`config.mk`:
```
export PLATFORM = sky130hd
export DESIGN_NAME = ofs_plat_prim_ready_enable_arb_flat
export DESIGN_NICKNAME = d
export VERILOG_FILES = /design/src/rtl/ofs_plat_prim_arb_pkg.sv /design/src/rtl/ofs_plat_prim_ready_enable_arb_if.sv /design/src/rtl/ofs_plat_prim_rr_arb.sv /design/src/rtl/ofs_plat_prim_ready_enable_arb.sv /design/src/flat_wrapper.sv
export SDC_FILE = /design/constraint.sdc
export NUM_CORES = 1
export LEC_CHECK = 0
export ABC_AREA = 1
export CAP_MARGIN = 20
export CORE_ASPECT_RATIO = 1.75
export CORE_MARGIN = 5
export CORE_UTILIZATION = 39
export CTS_CLUSTER_SIZE = 28
export DETAILED_ROUTE_END_ITERATION = 8
export HOLD_SLACK_MARGIN = 0.06
export PLACE_DENSITY = 0.89
export SYNTH_ARGS = -nofsm -noshare
export SYNTH_HDL_FRONTEND = slang
export SYNTH_SLANG_ARGS = --single-unit
```
`constraint.sdc`:
```
create_clock -name clk -period 3 [get_ports clk]
set_input_delay 0.75 -clock clk [delete_from_list [all_inputs] [get_ports clk]]
set_output_delay 0.75 -clock clk [all_outputs]
set_load 0.02 [all_outputs]
```
`src/rtl/ofs_plat_prim_arb_pkg.sv`:
```
`default_nettype none
// ============================================================================
// Module      : ofs_plat_prim_arb_pkg
// Description : Shared sizing helpers for the ready/enable arbiter family.
// Revision    : 1.0
// ============================================================================
package ofs_plat_prim_arb_pkg;

    localparam int DEFAULT_N_SOURCES   = 4;
    localparam int DEFAULT_N_DATA_BITS = 32;

    // Index width that stays at least 1 bit so single-source builds still
    // have a legal vector. Users declare:
    //   typedef logic [idx_width(N_SOURCES)-1:0] t_src_idx;
    function automatic int idx_width(input int n);
        return (n > 1) ? $clog2(n) : 1;
    endfunction

endpackage
`default_nettype wire

```
`src/rtl/ofs_plat_prim_ready_enable_arb_if.sv`:
```
`default_nettype none
// ============================================================================
// Module      : ofs_plat_prim_ready_enable_arb_if
// Description : N source ready/enable channels plus one destination channel.
// Revision    : 1.0
// ============================================================================
interface ofs_plat_prim_ready_enable_arb_if
    import ofs_plat_prim_arb_pkg::*;
#(
    parameter int N_SOURCES   = DEFAULT_N_SOURCES,
    parameter int N_DATA_BITS = DEFAULT_N_DATA_BITS
);
    localparam int IDX_W = idx_width(N_SOURCES);

    logic [N_SOURCES-1:0]   enable_from_src;
    logic [N_DATA_BITS-1:0] data_from_src [N_SOURCES];
    logic [N_SOURCES-1:0]   eop_from_src;
    logic [N_SOURCES-1:0]   ready_to_src;

    logic                   enable_to_dst;
    logic [N_DATA_BITS-1:0] data_to_dst;
    logic                   eop_to_dst;
    logic [IDX_W-1:0]       src_idx_to_dst;
    logic                   ready_from_dst;

    // slave: the arbiter; master: the surrounding sources and destination
    modport slave (
        input  enable_from_src, data_from_src, eop_from_src, ready_from_dst,
        output ready_to_src, enable_to_dst, data_to_dst, eop_to_dst, src_idx_to_dst
    );

    modport master (
        output enable_from_src, data_from_src, eop_from_src, ready_from_dst,
        input  ready_to_src, enable_to_dst, data_to_dst, eop_to_dst, src_idx_to_dst
    );

endinterface
`default_nettype wire

```
`src/rtl/ofs_plat_prim_rr_arb.sv`:
```
`default_nettype none
// ============================================================================
// Module      : ofs_plat_prim_rr_arb
// Description : Combinational round-robin pick: first request at or above ptr.
// Revision    : 1.0
// ============================================================================
module ofs_plat_prim_rr_arb
    import ofs_plat_prim_arb_pkg::*;
#(
    parameter  int N_SOURCES = DEFAULT_N_SOURCES,
    localparam int IDX_W     = idx_width(N_SOURCES)
)
(
    input  wire logic [N_SOURCES-1:0] req,
    input  wire logic [IDX_W-1:0]     ptr,
    output logic      [N_SOURCES-1:0] grant,
    output logic      [IDX_W-1:0]     grant_idx,
    output logic                      grant_any
);

    always_comb begin
        int pos;
        pos       = 0;
        grant     = '0;
        grant_idx = '0;
        grant_any = 1'b0;
        for (int i = 0; i < N_SOURCES; i++) begin
            // ptr is always < N_SOURCES, so one wrap subtraction suffices
            pos = int'(ptr) + i;
            if (pos >= N_SOURCES) begin
                pos = pos - N_SOURCES;
            end
            if (!grant_any && req[pos]) begin
                grant[pos] = 1'b1;
                grant_idx  = IDX_W'(pos);
                grant_any  = 1'b1;
            end
        end
    end

endmodule
`default_nettype wire

```
`src/rtl/ofs_plat_prim_ready_enable_arb.sv`:
```
`default_nettype none
// ============================================================================
// Module      : ofs_plat_prim_ready_enable_arb
// Description : Round-robin arbiter feeding one registered ready/enable stage.
//               Define OFS_PLAT_PRIM_ARB_PKT_LOCK_EN to hold grants per packet.
// Revision    : 1.0
// ============================================================================
module ofs_plat_prim_ready_enable_arb
    import ofs_plat_prim_arb_pkg::*;
#(
    parameter int N_SOURCES   = DEFAULT_N_SOURCES,
    parameter int N_DATA_BITS = DEFAULT_N_DATA_BITS
)
(
    input wire logic clk,
    input wire logic reset_n,
    ofs_plat_prim_ready_enable_arb_if.slave bus
);

    typedef logic [idx_width(N_SOURCES)-1:0] t_src_idx;
    localparam t_src_idx LAST_IDX = t_src_idx'(N_SOURCES - 1);

    logic                   r_enable;
    logic [N_DATA_BITS-1:0] r_data;
    logic                   r_eop;
    t_src_idx               r_src_idx;
    t_src_idx               r_rr_ptr;

    logic                   w_out_free;
    logic                   w_xfer;
    logic [N_SOURCES-1:0]   w_req;
    logic [N_SOURCES-1:0]   w_grant;
    t_src_idx               w_grant_idx;
    t_src_idx               w_arb_ptr;
    t_src_idx               w_next_ptr;
    logic                   w_grant_any;
    logic [N_DATA_BITS-1:0] w_sel_data;
    logic                   w_sel_eop;

`ifdef OFS_PLAT_PRIM_ARB_PKT_LOCK_EN
    logic     r_locked;
    t_src_idx r_lock_idx;

    // A locked packet masks every other requester and pins the search start
    always_comb begin
        w_req     = bus.enable_from_src;
        w_arb_ptr = r_rr_ptr;
        if (r_locked) begin
            w_req             = '0;
            w_req[r_lock_idx] = bus.enable_from_src[r_lock_idx];
            w_arb_ptr         = r_lock_idx;
        end
    end
`else
    assign w_req     = bus.enable_from_src;
    assign w_arb_ptr = r_rr_ptr;
`endif

    ofs_plat_prim_rr_arb #(
        .N_SOURCES (N_SOURCES)
    ) u_rr_arb (
        .req       (w_req),
        .ptr       (w_arb_ptr),
        .grant     (w_grant),
        .grant_idx (w_grant_idx),
        .grant_any (w_grant_any)
    );

    assign w_out_free       = !r_enable || bus.ready_from_dst;
    assign w_xfer           = reset_n && w_out_free && w_grant_any;
    assign bus.ready_to_src = (reset_n && w_out_free) ? w_grant : '0;
    assign w_next_ptr       = (w_grant_idx == LAST_IDX) ? '0 : w_grant_idx + t_src_idx'(1);

    // One-hot AND-OR mux keeps payload off the ready path
    always_comb begin
        w_sel_data = '0;
        w_sel_eop  = 1'b0;
        for (int i = 0; i < N_SOURCES; i++) begin
            if (w_grant[i]) begin
                w_sel_data = w_sel_data | bus.data_from_src[i];
                w_sel_eop  = w_sel_eop  | bus.eop_from_src[i];
            end
        end
    end

    always_ff @(posedge clk) begin
        if (!reset_n) begin
            r_enable <= 1'b0;
            r_rr_ptr <= '0;
`ifdef OFS_PLAT_PRIM_ARB_PKT_LOCK_EN
            r_locked   <= 1'b0;
            r_lock_idx <= '0;
`endif
        end else begin
            if (w_out_free) begin
                r_enable <= w_xfer;
            end
            if (w_xfer) begin
`ifdef OFS_PLAT_PRIM_ARB_PKT_LOCK_EN
                r_locked <= !w_sel_eop;
                if (!w_sel_eop) begin
                    r_lock_idx <= w_grant_idx;
                end else begin
                    r_rr_ptr <= w_next_ptr;
                end
`else
                r_rr_ptr <= w_next_ptr;
`endif
            end
        end
    end

    // Payload is qualified by r_enable, so it needs no reset
    always_ff @(posedge clk) begin
        if (w_xfer) begin
            r_data    <= w_sel_data;
            r_eop     <= w_sel_eop;
            r_src_idx <= w_grant_idx;
        end
    end

    assign bus.enable_to_dst  = r_enable;
    assign bus.data_to_dst    = r_data;
    assign bus.eop_to_dst     = r_eop;
    assign bus.src_idx_to_dst = r_src_idx;

endmodule
`default_nettype wire

```
`src/flat_wrapper.sv`:
```
// flat-port wrapper written by rule: the top's interface ports become plain ports
module ofs_plat_prim_ready_enable_arb_flat import ofs_plat_prim_arb_pkg::*;
#(
    parameter int N_SOURCES   = DEFAULT_N_SOURCES,
    parameter int N_DATA_BITS = DEFAULT_N_DATA_BITS
)
  (clk, reset_n, bus_enable_from_src, bus_data_from_src, bus_eop_from_src, bus_ready_from_dst, bus_ready_to_src, bus_enable_to_dst, bus_data_to_dst, bus_eop_to_dst, bus_src_idx_to_dst);
  ofs_plat_prim_ready_enable_arb_if #(.N_SOURCES(N_SOURCES), .N_DATA_BITS(N_DATA_BITS)) bus_i ();
  input wire logic clk;
  input wire logic reset_n;
  input wire logic [$bits(bus_i.enable_from_src)-1:0] bus_enable_from_src;
  input wire logic [$bits(bus_i.data_from_src)-1:0] bus_data_from_src;
  input wire logic [$bits(bus_i.eop_from_src)-1:0] bus_eop_from_src;
  input wire logic [$bits(bus_i.ready_from_dst)-1:0] bus_ready_from_dst;
  output wire logic [$bits(bus_i.ready_to_src)-1:0] bus_ready_to_src;
  output wire logic [$bits(bus_i.enable_to_dst)-1:0] bus_enable_to_dst;
  output wire logic [$bits(bus_i.data_to_dst)-1:0] bus_data_to_dst;
  output wire logic [$bits(bus_i.eop_to_dst)-1:0] bus_eop_to_dst;
  output wire logic [$bits(bus_i.src_idx_to_dst)-1:0] bus_src_idx_to_dst;
  assign bus_i.enable_from_src = bus_enable_from_src;
  assign bus_i.data_from_src = {>>{bus_data_from_src}};
  assign bus_i.eop_from_src = bus_eop_from_src;
  assign bus_i.ready_from_dst = bus_ready_from_dst;
  assign bus_ready_to_src = bus_i.ready_to_src;
  assign bus_enable_to_dst = bus_i.enable_to_dst;
  assign bus_data_to_dst = bus_i.data_to_dst;
  assign bus_eop_to_dst = bus_i.eop_to_dst;
  assign bus_src_idx_to_dst = bus_i.src_idx_to_dst;
  ofs_plat_prim_ready_enable_arb #(.N_SOURCES(N_SOURCES), .N_DATA_BITS(N_DATA_BITS)) u_core (.clk(clk), .reset_n(reset_n), .bus(bus_i));
endmodule
```
==> results of run 1 <==
## worst reg2reg max path, stage by stage (launching register included)
cell and delay (ns):
dfxtp_1 0.41, inv_6 0.04, ha_1 0.37, inv_2 0.10, nand3_1 0.09, nand2_2 0.14
nand2_4 0.09, nor2_8 0.11, nand2_2 0.08, nand3_4 0.09, buf_4 0.36, nand2_1 0.14
nand2_1 0.09, inv_1 0.04, nand2_1 0.08
## power by group through the flow
stage               logic (mW)  registers [mW]  clock network, mW
floorplan                 2.02            1.46                  0
detailed placement        3.55            1.13                  0
global placement          3.43            1.11                  0
global route              3.92            1.14              0.534
finish                    3.55            1.11              0.495
CTS                       3.56            1.12              0.511
## path summary, 6_finish.rpt
check	endpoint	slack, ns	cells after the start
setup / recovery	bus_ready_to_src[0]	0.18	11
setup reg to reg	u_core.bus.data_to_dst[5]$_DFFE_PP_	0.65	14
hold / removal	u_core.bus.enable_to_dst$_SDFFE_PN0N_	0.64	4
hold reg to reg	u_core.bus.enable_to_dst$_SDFFE_PN0N_	0.64	4
## what timing repair did
item | in CTS | in global routing
setup buffers | 0 | 0
gates resized for setup | 21 | 4
cloned | 0 | 0
endpoints found under the setup margin | 4 | 4
pin swaps | 3 | 2
## sequential cells by signal (all words and copies together) (netlist names), named ones only
| register | count |
|---|---|
| u_core.bus.eop_to_dst | 1 |
| u_core.bus.src_idx_to_dst | 2 |
| u_core.r_rr_ptr | 1 |
| u_core.bus.data_to_dst | 32 |
| u_core.bus.enable_to_dst | 1 |
## cell usage in the layout (no fill, tap or decap), drive strengths merged
cell type and instances:
nor2 6, clkinv 2, dfxtp 3, edfxtp 35
clkbuf 5, o21ai 3, clkdlybuf4s50 170, nand3 19
nand2 273, a21boi 4, a21oi 1, a22oi 1
dlygate4sd2 2, inv 86, buf 22, dlymetal6s2s 2
clkinvlp 1, ha 4, nand4 7
## layout make-up
class | count | area share
multi-input cells | 318 | 0.290
inverters | 86 | 0.0650
clock inverters | 3 | 0.00320
repair buffers | 196 | 0.376
clock buffers | 5 | 0.0246
well taps | 88 | 0.0217
flip-flops and latches | 38 | 0.219
## kinds of logic after synthesis
| family | share of synthesized area |
|---|---|
| AOI/OAI and AO/OA | 0.0219 |
| buffers and inverters | 0.153 |
| and+or+nand+nor | 0.442 |
| DFF | 0.367 |
| adders and majority gates | 0.0165 |
## layer usage
metal	vias to the layer above	GRT usage	routed length [um]
met5	-	0	0
li1	1732	-	-
met4	0	0.0721	277
met1	1479	0.195	3480
met3	16	0.0362	565
met2	117	0.409	5820
==> impl_metrics.ini, run 1 <==
[finish]
final_cell_count_no_fill = 734
fill_cells = 663
areaGrowthSynthToFinish_pct = 67.7
design_area_mm2 = 0.00508
register_area_mm2 = 0.00111
antennaDiodeCount = 0
final_nets = 788
layout-drive-gt1-share = 0.104
multi_input_area_mm2 = 0.00147
final_util = 0.671

[power]
leakagePower_nw = 2.52
vdd_ir_drop_max_mv = 1.06
switching_power_mw = 2.44
power_density_mw_per_mm2 = 1020
p_clk_frac = 0.096
pwr-share-comb = 0.688
pwr-share-seq = 0.216
p_int_mw = 2.71
total_power_mw = 5.16
p_sw_frac = 0.474

[cts]
cts_tree = yes
path_clk_slew_ns = 0.05
clkLatencyLatePin_ns = 0.27
cts_buffers = 5
htreeDepth = 2
cts_buffer_depth = 2
postCtsHoldBufs = 0
cts.sinks = 38
clockRootBuffer = clkbuf_16

[worst_hold_path]
min_from = u_core.bus.enable_to_dst$_SDFFE_PN0N_
min_path_type = register to register

[sta]
clock_skew_ns = 0.00234
post-route-min-period_ns = 2.82
slew_headroom = 0.731
setup_tns_ns = 0
finalMaxSlewViolations = 0
fin_crit_sh = 0.941
hold_ws_ns = 0.643
grt_setup_unrepaired = false
max_freq_mhz = 354
setup_violations = 0
hold_viol = 0
worst_pin_slew_ns = 0.404
worst_slack_ns = 0.178

[synthesis]
netlist_top_cells_area = edfxtp_1 (35%), nand2_1 (31%), inv_1 (10%)
async_reset_ff_frac = 0
syn_inst = 455
syn-cell-area_mm2 = 0.00303
synth_top_flop_cell = edfxtp_1
synthTopCellsByCount = nand2_1 (253), inv_1 (82), edfxtp_1 (35)
synth.net_count = 598
synth_top_area_cell = edfxtp_1
ys_seq_elements = 38
synth.most_common_cell = nand2_1
synth_warnings = 0
netlist.area_leader.share = 0.347
synthDistinctLibCells = 29
yosysSeqAreaShare = 0.367
avgSynthCellArea_um2 = 6.66
synth_edf_count = 35

[global_route]
grt_pass1_vias = 3390
gr-total-overflow = 0
grt_max_degree = 34
antenna_found_initial = 0
grt_usage = 0.201
grt_pass1_wl_um = 15900

[floorplan]
ios = 179
die_x_um = 76.6
start_util = 0.400
core.rowCount = 42
core_mm2 = 0.00757
dieHeight_um = 127
die-area_mm2 = 0.00970

[placed_design]
dp_slack_ns = -0.448
postPlaceCellArea_mm2 = 0.00493
dp_hpwl_um = 8260
placed_cells = 726
place_congestion = 0.879
io_buffers = 178

[route]
drc = 0
vias_per_cell = 4.56
ant_nets = 0
drtIter0Drc = 108
routed_wirelength_um = 10100
wire_per_inst_um = 13.8
first_pass_iters = 4
vias = 3344

[worst_setup_path]
cp_common_cell = nand2_1
cp_cell_sequence = dlygate4sd2_1, nand2_1, nand2_2, nand2_4, nand2_8, buf_4, a22oi_2, nand3_2, nand2_1, inv_1, buf_2
startpoint = bus_enable_from_src[1]
critPathMaxFanout = 8
crit_slowest_cell = dlygate4sd2_1
worstSetupPathType = input port to primary output
worstPathArrival_ns = 2.07
start_kind = input port
cp_data_required_time_ns = 2.25
crit_buf_inv = 4
max_stage_delay_ns = 0.25
cp_top_family = buffers and inverters
endpoint_kind = primary output

[job]
maxCapViolCount = 0

[outcome]
outcome = finished clean
Note: power is estimated with default switching activity, not from simulation.
==> inputs of run 2 (changes only) <==
--- a/config.mk
+++ b/config.mk
@@ -14,6 +14,7 @@
 export DETAILED_ROUTE_END_ITERATION = 8
 export HOLD_SLACK_MARGIN = 0.06
 export PLACE_DENSITY = 0.89
+export SLEW_MARGIN = 20
 export SYNTH_ARGS = -nofsm -noshare
 export SYNTH_HDL_FRONTEND = slang
 export SYNTH_SLANG_ARGS = --single-unit
==> results of run 2 <==
Final layout, timing and power as in run 1 (identical DEF).
